$ cat config.mk
export PLATFORM = sky130hd
export DESIGN_NAME = uart_tx_fifo
export DESIGN_NICKNAME = d
export VERILOG_FILES = /design/src/rtl/uart_pkg.sv /design/src/rtl/uart_tx_fifo_sync_fifo.sv /design/src/rtl/uart_tx_fifo.sv
export SDC_FILE = /design/constraint.sdc
export NUM_CORES = 1
export LEC_CHECK = 0
export ABC_CLOCK_PERIOD_IN_PS = 2880
export BUFFER_PORTS_ARGS = -buffer_cell sky130_fd_sc_hd__buf_2
export CAP_MARGIN = 20
export CORE_UTILIZATION = 30
export CTS_CLUSTER_SIZE = 14
export DETAILED_ROUTE_END_ITERATION = 8
export PLACE_DENSITY = 0.43
export SYNTH_ARGS = -nofsm -noshare
export SYNTH_HDL_FRONTEND = slang
export SYNTH_SLANG_ARGS = --single-unit
$ cat constraint.sdc
create_clock -name wb_clk_i -period 2.88 [get_ports wb_clk_i]
set_input_delay 0.144 -clock wb_clk_i [delete_from_list [all_inputs] [get_ports wb_clk_i]]
set_output_delay 0.144 -clock wb_clk_i [all_outputs]
set_load 0.05 [all_outputs]
$ cat src/rtl/uart_pkg.sv
// Shared UART definitions: FSM state encoding, frame geometry and default bit rate.
package uart_pkg;
  typedef enum logic [1:0] {IDLE, START, DATA, STOP} uart_state_e;

  localparam int UART_DATA_BITS    = 8;
  localparam int UART_FRAME_BITS   = 10;
  localparam int UART_CLKS_PER_BIT = 4167;
endpackage

$ cat src/rtl/uart_tx_fifo_sync_fifo.sv
// Single-clock FIFO with an explicit occupancy count, so full and empty never alias.
module sync_fifo #(
  parameter int WIDTH = 8,
  parameter int DEPTH = 4
) (
  input  logic                     i_clk,
  input  logic                     i_rst,
  input  logic                     i_push,
  input  logic [WIDTH-1:0]         i_data,
  input  logic                     i_pop,
  output logic [WIDTH-1:0]         o_data,
  output logic                     o_full,
  output logic                     o_empty,
  output logic [$clog2(DEPTH):0]   o_count
);
  localparam int PTR_W = $clog2(DEPTH);
  localparam int CNT_W = PTR_W + 1;

  logic [WIDTH-1:0] r_mem [DEPTH];
  logic [PTR_W-1:0] r_wr_ptr;
  logic [PTR_W-1:0] r_rd_ptr;
  logic [CNT_W-1:0] r_count;
  logic             w_push;
  logic             w_pop;

  assign o_full  = (r_count == CNT_W'(DEPTH));
  assign o_empty = (r_count == '0);
  assign w_push  = i_push && !o_full;
  assign w_pop   = i_pop && !o_empty;
  assign o_data  = r_mem[r_rd_ptr];
  assign o_count = r_count;

  always_ff @(posedge i_clk) begin
    if (w_push) r_mem[r_wr_ptr] <= i_data;
  end

  // Pointers wrap naturally because DEPTH is a power of two.
  always_ff @(posedge i_clk) begin
    if (i_rst) begin
      r_wr_ptr <= '0;
      r_rd_ptr <= '0;
      r_count  <= '0;
    end else begin
      if (w_push) r_wr_ptr <= r_wr_ptr + 1'b1;
      if (w_pop)  r_rd_ptr <= r_rd_ptr + 1'b1;
      case ({w_push, w_pop})
        2'b10:   r_count <= r_count + 1'b1;
        2'b01:   r_count <= r_count - 1'b1;
        default: r_count <= r_count;
      endcase
    end
  end
endmodule

$ cat src/rtl/uart_tx_fifo.sv
// 8N1 UART transmitter fed by a small byte FIFO; frames run back-to-back while data is queued.
module uart_tx_fifo
  import uart_pkg::*;
#(
  parameter int CLKS_PER_BIT = UART_CLKS_PER_BIT,
  parameter int FIFO_DEPTH   = 4
) (
  input  logic                          wb_clk_i,
  input  logic                          wb_rst_i,
  input  logic [7:0]                    data_i,
  input  logic                          valid_i,
  output logic                          ready_o,
  output logic                          tx_o,
  output logic                          busy_o,
  output logic [$clog2(FIFO_DEPTH):0]   fifo_count_o
);
  localparam int                CNT_W    = $clog2(CLKS_PER_BIT);
  localparam logic [CNT_W-1:0]  LAST_CNT = CNT_W'(CLKS_PER_BIT - 1);
  localparam logic [2:0]        LAST_BIT = 3'(UART_DATA_BITS - 1);

  uart_state_e      r_state;
  logic [CNT_W-1:0] r_baud;
  logic [2:0]       r_bit_idx;
  logic [7:0]       r_shift;
  logic             r_tx;

  logic             w_full;
  logic             w_empty;
  logic             w_pop;
  logic             w_bit_done;
  logic [7:0]       w_head;

  sync_fifo #(
    .WIDTH (8),
    .DEPTH (FIFO_DEPTH)
  ) u_fifo (
    .i_clk   (wb_clk_i),
    .i_rst   (wb_rst_i),
    .i_push  (valid_i),
    .i_data  (data_i),
    .i_pop   (w_pop),
    .o_data  (w_head),
    .o_full  (w_full),
    .o_empty (w_empty),
    .o_count (fifo_count_o)
  );

  assign w_bit_done = (r_baud == LAST_CNT);
  assign ready_o    = !w_full;
  assign busy_o     = (r_state != IDLE) || !w_empty;
  assign tx_o       = r_tx;

  // The head is popped either from idle or at the end of a stop bit, giving gapless frames.
  always_comb begin
    w_pop = 1'b0;
    case (r_state)
      IDLE:    w_pop = !w_empty;
      STOP:    w_pop = w_bit_done && !w_empty;
      default: w_pop = 1'b0;
    endcase
  end

  always_ff @(posedge wb_clk_i) begin
    if (wb_rst_i) begin
      r_state   <= IDLE;
      r_tx      <= 1'b1;
      r_baud    <= '0;
      r_bit_idx <= '0;
    end else begin
      case (r_state)
        IDLE: begin
          r_tx <= 1'b1;
          if (w_pop) begin
            r_shift   <= w_head;
            r_baud    <= '0;
            r_bit_idx <= '0;
            r_tx      <= 1'b0;
            r_state   <= START;
          end
        end
        START: begin
          if (w_bit_done) begin
            r_baud  <= '0;
            r_tx    <= r_shift[0];
            r_state <= DATA;
          end else begin
            r_baud <= r_baud + 1'b1;
          end
        end
        DATA: begin
          if (w_bit_done) begin
            r_baud <= '0;
            if (r_bit_idx == LAST_BIT) begin
              r_tx    <= 1'b1;
              r_state <= STOP;
            end else begin
              r_shift   <= r_shift >> 1;
              r_bit_idx <= r_bit_idx + 1'b1;
              r_tx      <= r_shift[1];
            end
          end else begin
            r_baud <= r_baud + 1'b1;
          end
        end
        STOP: begin
          if (w_bit_done) begin
            r_baud <= '0;
            if (w_pop) begin
              r_shift   <= w_head;
              r_bit_idx <= '0;
              r_tx      <= 1'b0;
              r_state   <= START;
            end else begin
              r_tx    <= 1'b1;
              r_state <= IDLE;
            end
          end else begin
            r_baud <= r_baud + 1'b1;
          end
        end
        default: begin
          r_tx    <= 1'b1;
          r_state <= IDLE;
        end
      endcase
    end
  end
endmodule

======== After elaboration in Yosys (flattened, before gate mapping) ========
Memories as Yosys holds them, arrays and structs flattened. A register that Yosys moved wholly into a read port is not among the register bits.
Cells that the tools add are included.
cells by class
  equality and inequality tests ........... 14
  muxes and demuxes ....................... 32
  bitwise operators ....................... 1
  $add $sub $neg .......................... 6
  reduce and logical (&&, ||, !) cells .... 16
operator list
  operator               number
  $mux 8                 4
  $mux 13                2
  $pmux 13 s2            1
  $pmux 8 s3             1
  $mux 2                 7
  $add 13x1->13 const B  1
  $eq 13x13->1 const B   1
  $mux 3                 4
  $ne 2x2->1 const B     5
  $reduce_and 5->1       2
  $pmux 3 s3             1
  $mux 1                 8
  $pmux 2 s4             1
  $add 3x1->3 const B    2
  $eq 2x2->1 const B     3
  $eq 3x3->1 const B     2
  $pmux 3 s2             1
  $add 2x1->2 const B    2
  $eq 2x1->1 const B     2
  $pmux 1 s4             1
  $reduce_and 4->1       1
  $reduce_bool 2->1      2
  $logic_and 1x1->1      3
  $logic_not 3->1        1
  10 further kinds       11
storage, ports and cells
  bits in writable memories ............... 32
  memories ................................ 1
  output and inout bits ................... 6
  bits of input ports ..................... 11
  register bits after elaboration ......... 34
memory list
  name          words  bits a word  rd ports  clocked after memory_dff  wr ports  RTL line                      text
  u_fifo.r_mem  4      8            1         1                         1         uart_tx_fifo_sync_fifo.sv:19  logic [WIDTH-1:0] r_mem [DEPTH];

======== Longest topological paths before layout ========
Gate-level depths: netlist (run 1).
  depth after elaboration ................. 7
  depth in mapped cells ................... 13
  gate-level depth less buffers ........... 12

======== Modules after synthesis ========
From an unflattened synthesis (run 1), not the netlist that was laid out.
unflattened totals
  cell total of the unflattened synthesis .. 260
  area, all modules ....................... 3273.1 sq um
by module, submodules not included
  module        seq. area each (sq um)  cells an instance  times used  area an instance (sq um)
  uart_tx_fifo  620.6                   164                1           1637.8
  sync_fifo     1141.1                  96                 1           1635.3

======== Worst setup path after synthesis (run 1) ========
OpenSTA, ideal clock, no wires.
  path kind ............................... register to register
  start point ............................. reg u_fifo.r_count[2] (netlist: u_fifo.o_count[2])
  end point ............................... reg u_fifo.r_count[2] (netlist: u_fifo.o_count[2])
  arrival ................................. 2.868 ns
  stages on the path, launching flop included .. 10
  required time ........................... 2.809 ns
  slack ................................... -0.058 ns
  clock period less this slack ............ 2.938 ns
  path through ............................ dfxtp_1 or3b_1 and2_1 inv_1 ha_1 inv_1 fa_1 xor2_1 or3_1 a21oi_1
between the ends
  elaborated cells on any way between the ends .. 14
  classes of those cells .................. add/sub: 2; eq/ne: 3; mux: 2; reduce/logical: 7
RTL lines
  item                                             RTL line                      text
  from (decl)                                      uart_tx_fifo_sync_fifo.sv:22  logic [CNT_W-1:0] r_count;
  from (signal assigned)                           uart_tx_fifo_sync_fifo.sv:47  2'b10: r_count <= r_count + 1'b1;
  from (signal assigned)                           uart_tx_fifo_sync_fifo.sv:48  2'b01: r_count <= r_count - 1'b1;
  from (signal assigned)                           uart_tx_fifo_sync_fifo.sv:49  default: r_count <= r_count;
  $eq 3x3->1 (*)                                   uart_tx_fifo_sync_fifo.sv:26  assign o_full = (r_count == CNT_W'(DEPTH));
  $logic_not 1->1 (*)                              n/a
  net ready_o                                      uart_tx_fifo.sv:12            output logic ready_o,
  $logic_and 1x1->1 (*)                            uart_tx_fifo_sync_fifo.sv:28  assign w_push = i_push && !o_full;
  $eq 2x1->1 or $eq 2x2->1 (tied branches)         uart_tx_fifo_sync_fifo.sv:46  case ({w_push, w_pop})
  $pmux 3 s2 or $reduce_bool 2->1 (tied branches)  n/a
Mark *: on every way through the listed nets, which the timed path passes. The rest lies on a longest branch.
A chain may end at the register's enable or synchronous reset.

======== Worst setup path in the final report (run 1) ========
  start point ............................. reg r_baud[0]
  end point ............................... reg u_fifo.r_count[2] (netlist: u_fifo.o_count[2])
between the ends
  longest elaborated chain between the ends .. 6
  elaborated cells on any way between the ends .. 8
  classes of those cells .................. eq/ne: 3; mux: 2; reduce/logical: 3
RTL lines
  item                                             RTL line                      text
  from (decl)                                      uart_tx_fifo.sv:22            logic [CNT_W-1:0] r_baud;
  from (signal assigned)                           uart_tx_fifo.sv:87            r_baud <= r_baud + 1'b1;
  from (signal assigned)                           uart_tx_fifo.sv:102           r_baud <= r_baud + 1'b1;
  from (signal assigned)                           uart_tx_fifo.sv:118           r_baud <= r_baud + 1'b1;
  $eq 13x13->1 (*)                                 uart_tx_fifo.sv:48            assign w_bit_done = (r_baud == LAST_CNT);
  $logic_and 1x1->1 (*)                            uart_tx_fifo.sv:58            STOP: w_pop = w_bit_done && !w_empty;
  $pmux 1 s2 (*)                                   uart_tx_fifo.sv:56            case (r_state)
  $logic_and 1x1->1 (*)                            uart_tx_fifo_sync_fifo.sv:29  assign w_pop = i_pop && !o_empty;
  net u_fifo.w_pop                                 uart_tx_fifo_sync_fifo.sv:24  logic w_pop;
  $eq 2x1->1 or $eq 2x2->1 (tied branches)         uart_tx_fifo_sync_fifo.sv:46
  $pmux 3 s2 or $reduce_bool 2->1 (tied branches)  n/a
Marked as above.

==> key figures, run 1 <==
Route
  • Iteration-0 DRC Markers: 72
  • Via count: roughly 2.2k
  • DR WL met2: 3149 um
  • Remaining antenna violation count: 0
  • DRT met1 WL: 3275 um
  • Avg WL per Cell: between 10 and 15 um
  • Number of detailed-route iterations in the first pass: 4
  • WL final: 6712 um
  • Via-to-Cell Ratio: around 5
  • DR WL met3: 195 um
  • DRC errors left: 0
  • DR top layer: met4

Worst hold path
  • Worst Hold Launch: data_i[6]
  • Hold WC Path Type: input port to flip-flop
  • WHS Endpoint: u_fifo.r_mem[3][6]
  • Hold Path Cell Cnt: 1

STA
  • Period Utilization, post-route: 94.59%
  • Max-slew violations: 0
  • Max Clock Freq: 367.1 MHz
  • Final setup violation count: 0
  • Final Hold Fails: 0
  • Worst slew pin tran: around 830 ps
  • Post-layout min period: ~2700 ps
  • Worst Clk Skew: 12.59 ps
  • Setup TNS: 0 ps
  • Max_slew headroom: 44.24%

Pwr
  • Leak pwr: 1.386 nW
  • Peak VDD IR: 0.3357 mV
  • PwrDens: 957.8 nW/um^2

Worst setup path
  • CP arrival: ~3000 ps
  • CP Data Required Time: 3150 ps
  • Critical Path Max Stage Delay: 380 ps
  • Worst setup EP type: flip-flop
  • WS Path Type: flip-flop to flip-flop
  • Reg-to-Reg End: u_fifo.o_count[2]
  • CP delay by family, top: simple AND/OR/NAND/NOR gates
  • Critical-path maximum fanout: 4
  • CP Launch Type: flip-flop
  • CP max-delay cell: fa_1
  • Reg2reg path depth: 12
  • R2R Path Start: r_baud[0]
  • Critical Path, Cell by Cell: inv_1 > ha_1 > and4bb_2 > a41oi_2 > or2_1 > clkinv_2 > ha_1 > inv_1 > fa_1 > xor2_1 > or3_1 > a21oi_1
  • R2R Setup Slk: 160 ps
  • CP bufs+invs: 3

Clocking
  • Root Buffer Master: clkbuf_8
  • H-tree Lvls: 3
  • Clock transition at the registers of the reported paths: approximately 80 ps
  • Clock Sinks: 68
  • Total CTS buffers: 9
  • CTS tree: done
  • CTS Buffer Depth: 2
  • Clk_lat worst skew: 350 ps

Run
  • Max Cap Violations: 0

Placement
  • Routability cong.: 0.7760
  • DP Wirelength: approximately 4800 um
  • Number of port buffers: 16
  • Dpl cells: around 430

Floorplanning
  • Ports: 17
  • Starting Density: 31.31%
  • FP Rows: 37
  • Core box area: approximately 10000 sq um
  • Die area: 11340 sq um
  • Die height: 106.5 um
  • Die X: around 110 um

Synth
  • Post-Syn Nets: 300
  • Mapped Area: 3276 sq um
  • Share of the synthesized area in the top cell type: between 30% and 40%
  • Post-synth EDFFs: 40
  • Syn. warnings: 0
  • Register area share after synthesis: 53.78%
  • Synth area leader: edfxtp_1
  • Seq cells post-synth: 68
  • Prevailing post-synth register cell: edfxtp_1
  • Syn_area_per_cell: ~12 sq um
  • Syn Inst Count: 273
  • Synth unique cells: 58
  • Area contributors post-synth: edfxtp_1, dfxtp_1, ha_1
  • Async SR Flop Fraction: 0%

Global route
  • Vias in the first global route: 2167
  • First-pass GRT wire length: 11400 um
  • GRT Util Overall: 13.16%
  • Antenna violations before repair: 0
  • Grt total ovfl: 0
  • Pin count of the biggest net entering global routing: 16

Layout
  • Commonest cells after routing, fill and taps aside: edfxtp_1, nand2_1, dfxtp_1
  • Area Overhead vs Synth: 16.84%
  • Register area: between 1500 and 2000 sq um
  • Inserted Diodes: 0
  • Layout cells sized above 1: a little over a fifth
  • Number of fill cells in the layout: 1051
  • Multi-input gate area: ~1400 sq um
  • Final net count: 334
  • Finished Layout Cells: 448
  • Post-layout util: 36.58%
  • Most common cell after layout, fill and taps aside: edfxtp_1

Status
  • Run status: completed
==> per-stage QoR <==
step	instance area (sq um)	hold WS, ps	total power [mW]	setup WS, ps
CTS	3800	4.000	3.691	85.29
global placement	3555	362.4	2.807	221.4
finish	3827	17.42	3.666	155.7
floorplan	3277	242.9	2.410	74.80
detailed placement	3555	361.3	2.791	100.3
global route	3827	1.688	3.929	-5.819
==> per-layer routing <==
metal	track usage, %	vias to the layer above
met1	17.52	1060
met3	3.311	10
met2	20.69	30
met4	4.697	0
met5	0	-
li1	-	1097
==> cell type report <==
class | count | area share, %
sequential | 68 | 46.13
multi-input combinational | 182 | 36.97
timing repair buffer | 30 | 4.969
tap | 136 | 4.446
clock buffer | 9 | 3.236
clock inverter | 7 | 2.648
inverter | 16 | 1.602
==> Yosys cell counts (all sizes together) (3+ instances only) <==
master / count
ha: 15
o21ai: 18
xnor2: 4
nand3: 9
nor4b: 5
and2: 3
nand2: 27
and4: 3
inv: 13
dfxtp: 28
buf: 4
mux4: 8
nand4: 3
clkbuf: 3
xor2: 5
nor2: 16
a41oi: 4
a31oi: 5
clkinv: 3
or3: 8
edfxtp: 40
and3: 8
a21oi: 12
==> worst max-delay path by stage <==
stage,slack [ps],startpoint,to,cells past startpoint
finish,160,r_baud[0],u_fifo.o_count[2],12
global route,-6,r_baud[0],u_fifo.o_count[2],12
CTS,90,r_state[0],u_fifo.o_count[2],12
detailed placement,100,r_state[0],u_fifo.o_count[2],12
global placement,220,r_state[0],u_fifo.o_count[2],12
floorplan,70,u_fifo.o_count[0],u_fifo.o_count[2],9
==> report_power, final <==
part           switching (mW)  leakage, nW  internal [mW]
combinational           0.900        0.682          0.548
sequential              0.103        0.598           1.23
clock                   0.394        0.106          0.491
total                    1.40         1.39           2.27
==> logic make-up after synthesis <==
logic type	count (synthesis)	share of synthesized area, %
AOI/OAI and AO/OA	51	10.31
xor gates and xnor gates	9	2.406
adders and majority gates	16	6.341
buffers and inverters	23	3.094
DFF	68	53.78
muxes	11	6.493
and+or+nand+nor	95	17.57
==> flip-flops by register name (all words and copies together), names as in the netlist, named ones only <==
signal / cells
u_fifo.r_mem: 32
r_bit_idx: 3
u_fifo.r_wr_ptr: 2
r_baud: 13
r_state: 2
tx_o: 1
u_fifo.o_count: 3
r_shift: 8
u_fifo.r_rd_ptr: 2
==> what timing repair did <==
action,in CTS,in global routing
buffers inserted,0,3
endpoints found under the hold margin,8,0
resized for setup,0,3
hold buffers,2,0
endpoints found under the setup margin,0,1
Power figures use the tool's default switching activity.
==> run 2: changes to the inputs <==
--- a/config.mk
+++ b/config.mk
@@ -11,6 +11,7 @@
 export CORE_UTILIZATION = 30
 export CTS_CLUSTER_SIZE = 14
 export DETAILED_ROUTE_END_ITERATION = 8
+export MAX_ROUTING_LAYER = met4
 export PLACE_DENSITY = 0.43
 export SYNTH_ARGS = -nofsm -noshare
 export SYNTH_HDL_FRONTEND = slang
==> run 2 against run 1 <==
Clock skew is essentially flat. Via count shrank 0.68%. Non-clock buffer count is the same. Global-route usage grew 0.39 points. Combinational power is essentially flat. Critical path depth is the same. Clock power is essentially flat. Sequential share of layout area is the same. First-iteration DRC count shrank 6.9%. Fmax is essentially flat. Hold slack is essentially flat. Critical path type unchanged. Largest cell class unchanged. Highest routed layer unchanged.
==> key figures, run 2 (synthesis results as in run 1) <==
Clocking
  • Root Buffer Master: clkbuf_8
  • H-tree Lvls: 3
  • Clock transition at the registers of the reported paths: 80 ps
  • Total CTS buffers: 9
  • Clk_lat worst skew: roughly 350 ps
  • CTS Buffer Depth: 2
  • CTS tree: done
  • Clock Sinks: 68

Worst setup path
  • Reg2reg path depth: 12
  • R2R Setup Slk: 150 ps
  • Critical Path Source: r_baud[0]
  • CP delay by family, top: simple AND/OR/NAND/NOR gates
  • Crit path depth: 12
  • R2R Path Start: r_baud[0]
  • Worst setup EP type: flip-flop
  • CP bufs+invs: 3
  • WS Path Type: flip-flop to flip-flop
  • Worst Setup EP: u_fifo.o_count[2]
  • CP Launch Type: flip-flop
  • Reg-to-Reg End: u_fifo.o_count[2]
  • CP Data Required Time: 3150 ps
  • CP max-delay cell: fa_1
  • Critical Path Max Stage Delay: 380 ps
  • Critical-path maximum fanout: 4
  • Critical Path, Cell by Cell: inv_1 > ha_1 > and4bb_2 > a41oi_2 > or2_1 > clkinv_2 > ha_1 > inv_1 > fa_1 > xor2_1 > or3_1 > a21oi_1
  • CP arrival: roughly 3000 ps

Floorplanning
  • Ports: 17
  • Die height: about 110 um
  • Core box area: 10460 sq um
  • FP Rows: 37
  • Die area: roughly 11000 sq um
  • Starting Density: 31.31%
  • Die X: 106.5 um

Layout
  • Most common cell after layout, fill and taps aside: edfxtp_1
  • Final net count: about 330
  • Inserted Diodes: 0
  • Multi-input gate area: 1415 sq um
  • Post-layout util: 36.58%
  • Largest reg by FF count: u_fifo.r_mem
  • Register area: between 1500 and 2000 sq um
  • Layout cells sized above 1: a little over a fifth
  • Commonest cells after routing, fill and taps aside: edfxtp_1, nand2_1, dfxtp_1
  • Top flop regs: u_fifo.r_mem x32, r_baud x13, r_shift x8
  • Number of fill cells in the layout: 1051
  • Area Overhead vs Synth: 16.84%
  • Max FFs per register: 32

Route
  • Remaining antenna violation count: 0
  • Via count: 2182
  • Iteration-0 DRC Markers: 67
  • DRC errors left: 0
  • Number of detailed-route iterations in the first pass: 4
  • WL final: between 6000 and 7000 um
  • Avg WL per Cell: 15.00 um
  • Via-to-Cell Ratio: 4.871

STA
  • Period Utilization, post-route: 94.62%
  • Max_slew headroom: approximately 44%
  • Worst slew pin tran: 828.3 ps
  • Final Hold Fails: 0
  • Worst Clk Skew: 12.58 ps
  • Setup TNS: 0 ps
  • Max-slew violations: 0
  • Max Clock Freq: 367.0 MHz
  • Post-layout min period: 2725 ps
  • Final setup violation count: 0

Pwr
  • PwrDens: 957.7 nW/um^2
  • Peak VDD IR: 0.3355 mV
  • Leak pwr: ~1.4 nW
  • Total power: between 3 and 4 mW

Worst hold path
  • Hold WC Path Type: input port to flip-flop

Global route
  • Antenna violations before repair: 0
  • GRT Util Overall: 13.55%
  • Vias in the first global route: roughly 2.2k
  • Pin count of the biggest net entering global routing: 16
  • Grt total ovfl: 0
  • First-pass GRT wire length: 11420 um

Status
  • Run status: completed

Run
  • Max Cap Violations: 0

Placement
  • Number of port buffers: 16
  • DP Wirelength: ~4800 um
  • Routability cong.: around 0.79
[run 2: cell counts in the layout (fill, tap and decap cells not counted)]
No cell type changed its count.
[run 2: power by group]
| part | internal [mW] | switching [mW] | leakage, nW | total (mW) |
|---|---|---|---|---|
| logic | 0.548 | 0.900 | 0.682 | 1.45 |
| registers | 1.23 | 0.103 | 0.598 | 1.33 |
| clock network | 0.491 | 0.393 | 0.106 | 0.885 |
| total | 2.27 | 1.40 | 1.39 | 3.67 |
[run 2: repair_timing]
item,4_1_cts,5_1_grt
resized for setup,0,3
hold buffers,2,0
endpoints found under the setup margin,0,1
endpoints found under the hold margin,8,0
setup buffers,0,3
[run 2: layer usage]
| metal | vias to the layer above | share of wire (%) | GRT usage, % | wire length, um |
|---|---|---|---|---|
| met4 | 0 | 1.3 | 4.697 | 88 |
| met3 | 11 | 2.3 | 3.311 | 157 |
| met1 | 1052 | 50 | 17.56 | 3338 |
| li1 | 1097 | - | - | - |
| met2 | 22 | 47 | 20.69 | 3138 |
| met5 | - | 0 | - | 0 |
[run 2: cell type report]
type,count,share of cell area (%)
sequential,68,46.13
multi-input combinational,182,36.97
timing repair buffer,30,4.969
tap,136,4.446
clock buffer,9,3.236
clock inverter,7,2.648
inverter,16,1.602
[run 2: how the worst min path moves through the flow]
| stage | startpoint | slack [ps] | cells after the start | endpoint |
|---|---|---|---|---|
| 2_1_floorplan | data_i[0] | 240 | 0 | u_fifo.r_mem[0][0] |
| 3_3_place_gp | data_i[2] | 360 | 1 | u_fifo.r_mem[1][2] |
| 3_5_place_dp | data_i[5] | 360 | 1 | u_fifo.r_mem[3][5] |
| 4_1_cts | data_i[6] | 4 | 1 | u_fifo.r_mem[3][6] |
| 5_1_grt | data_i[4] | 2 | 1 | u_fifo.r_mem[0][4] |
| 6_report | data_i[6] | 20 | 1 | u_fifo.r_mem[3][6] |
[run 2: metrics by stage]
stage | cells | worst slack [ps] | instance area, sq um | hold WS, ps
2_1_floorplan | 273 | 74.80 | 3277 | 242.9
3_3_place_gp | 427 | 221.4 | 3555 | 362.4
3_5_place_dp | 427 | 100.3 | 3555 | 361.3
4_1_cts | 445 | 85.29 | 3800 | 4.000
5_1_grt | 448 | -5.820 | 3827 | 1.698
6_report | 448 | 155.0 | 3827 | 17.38
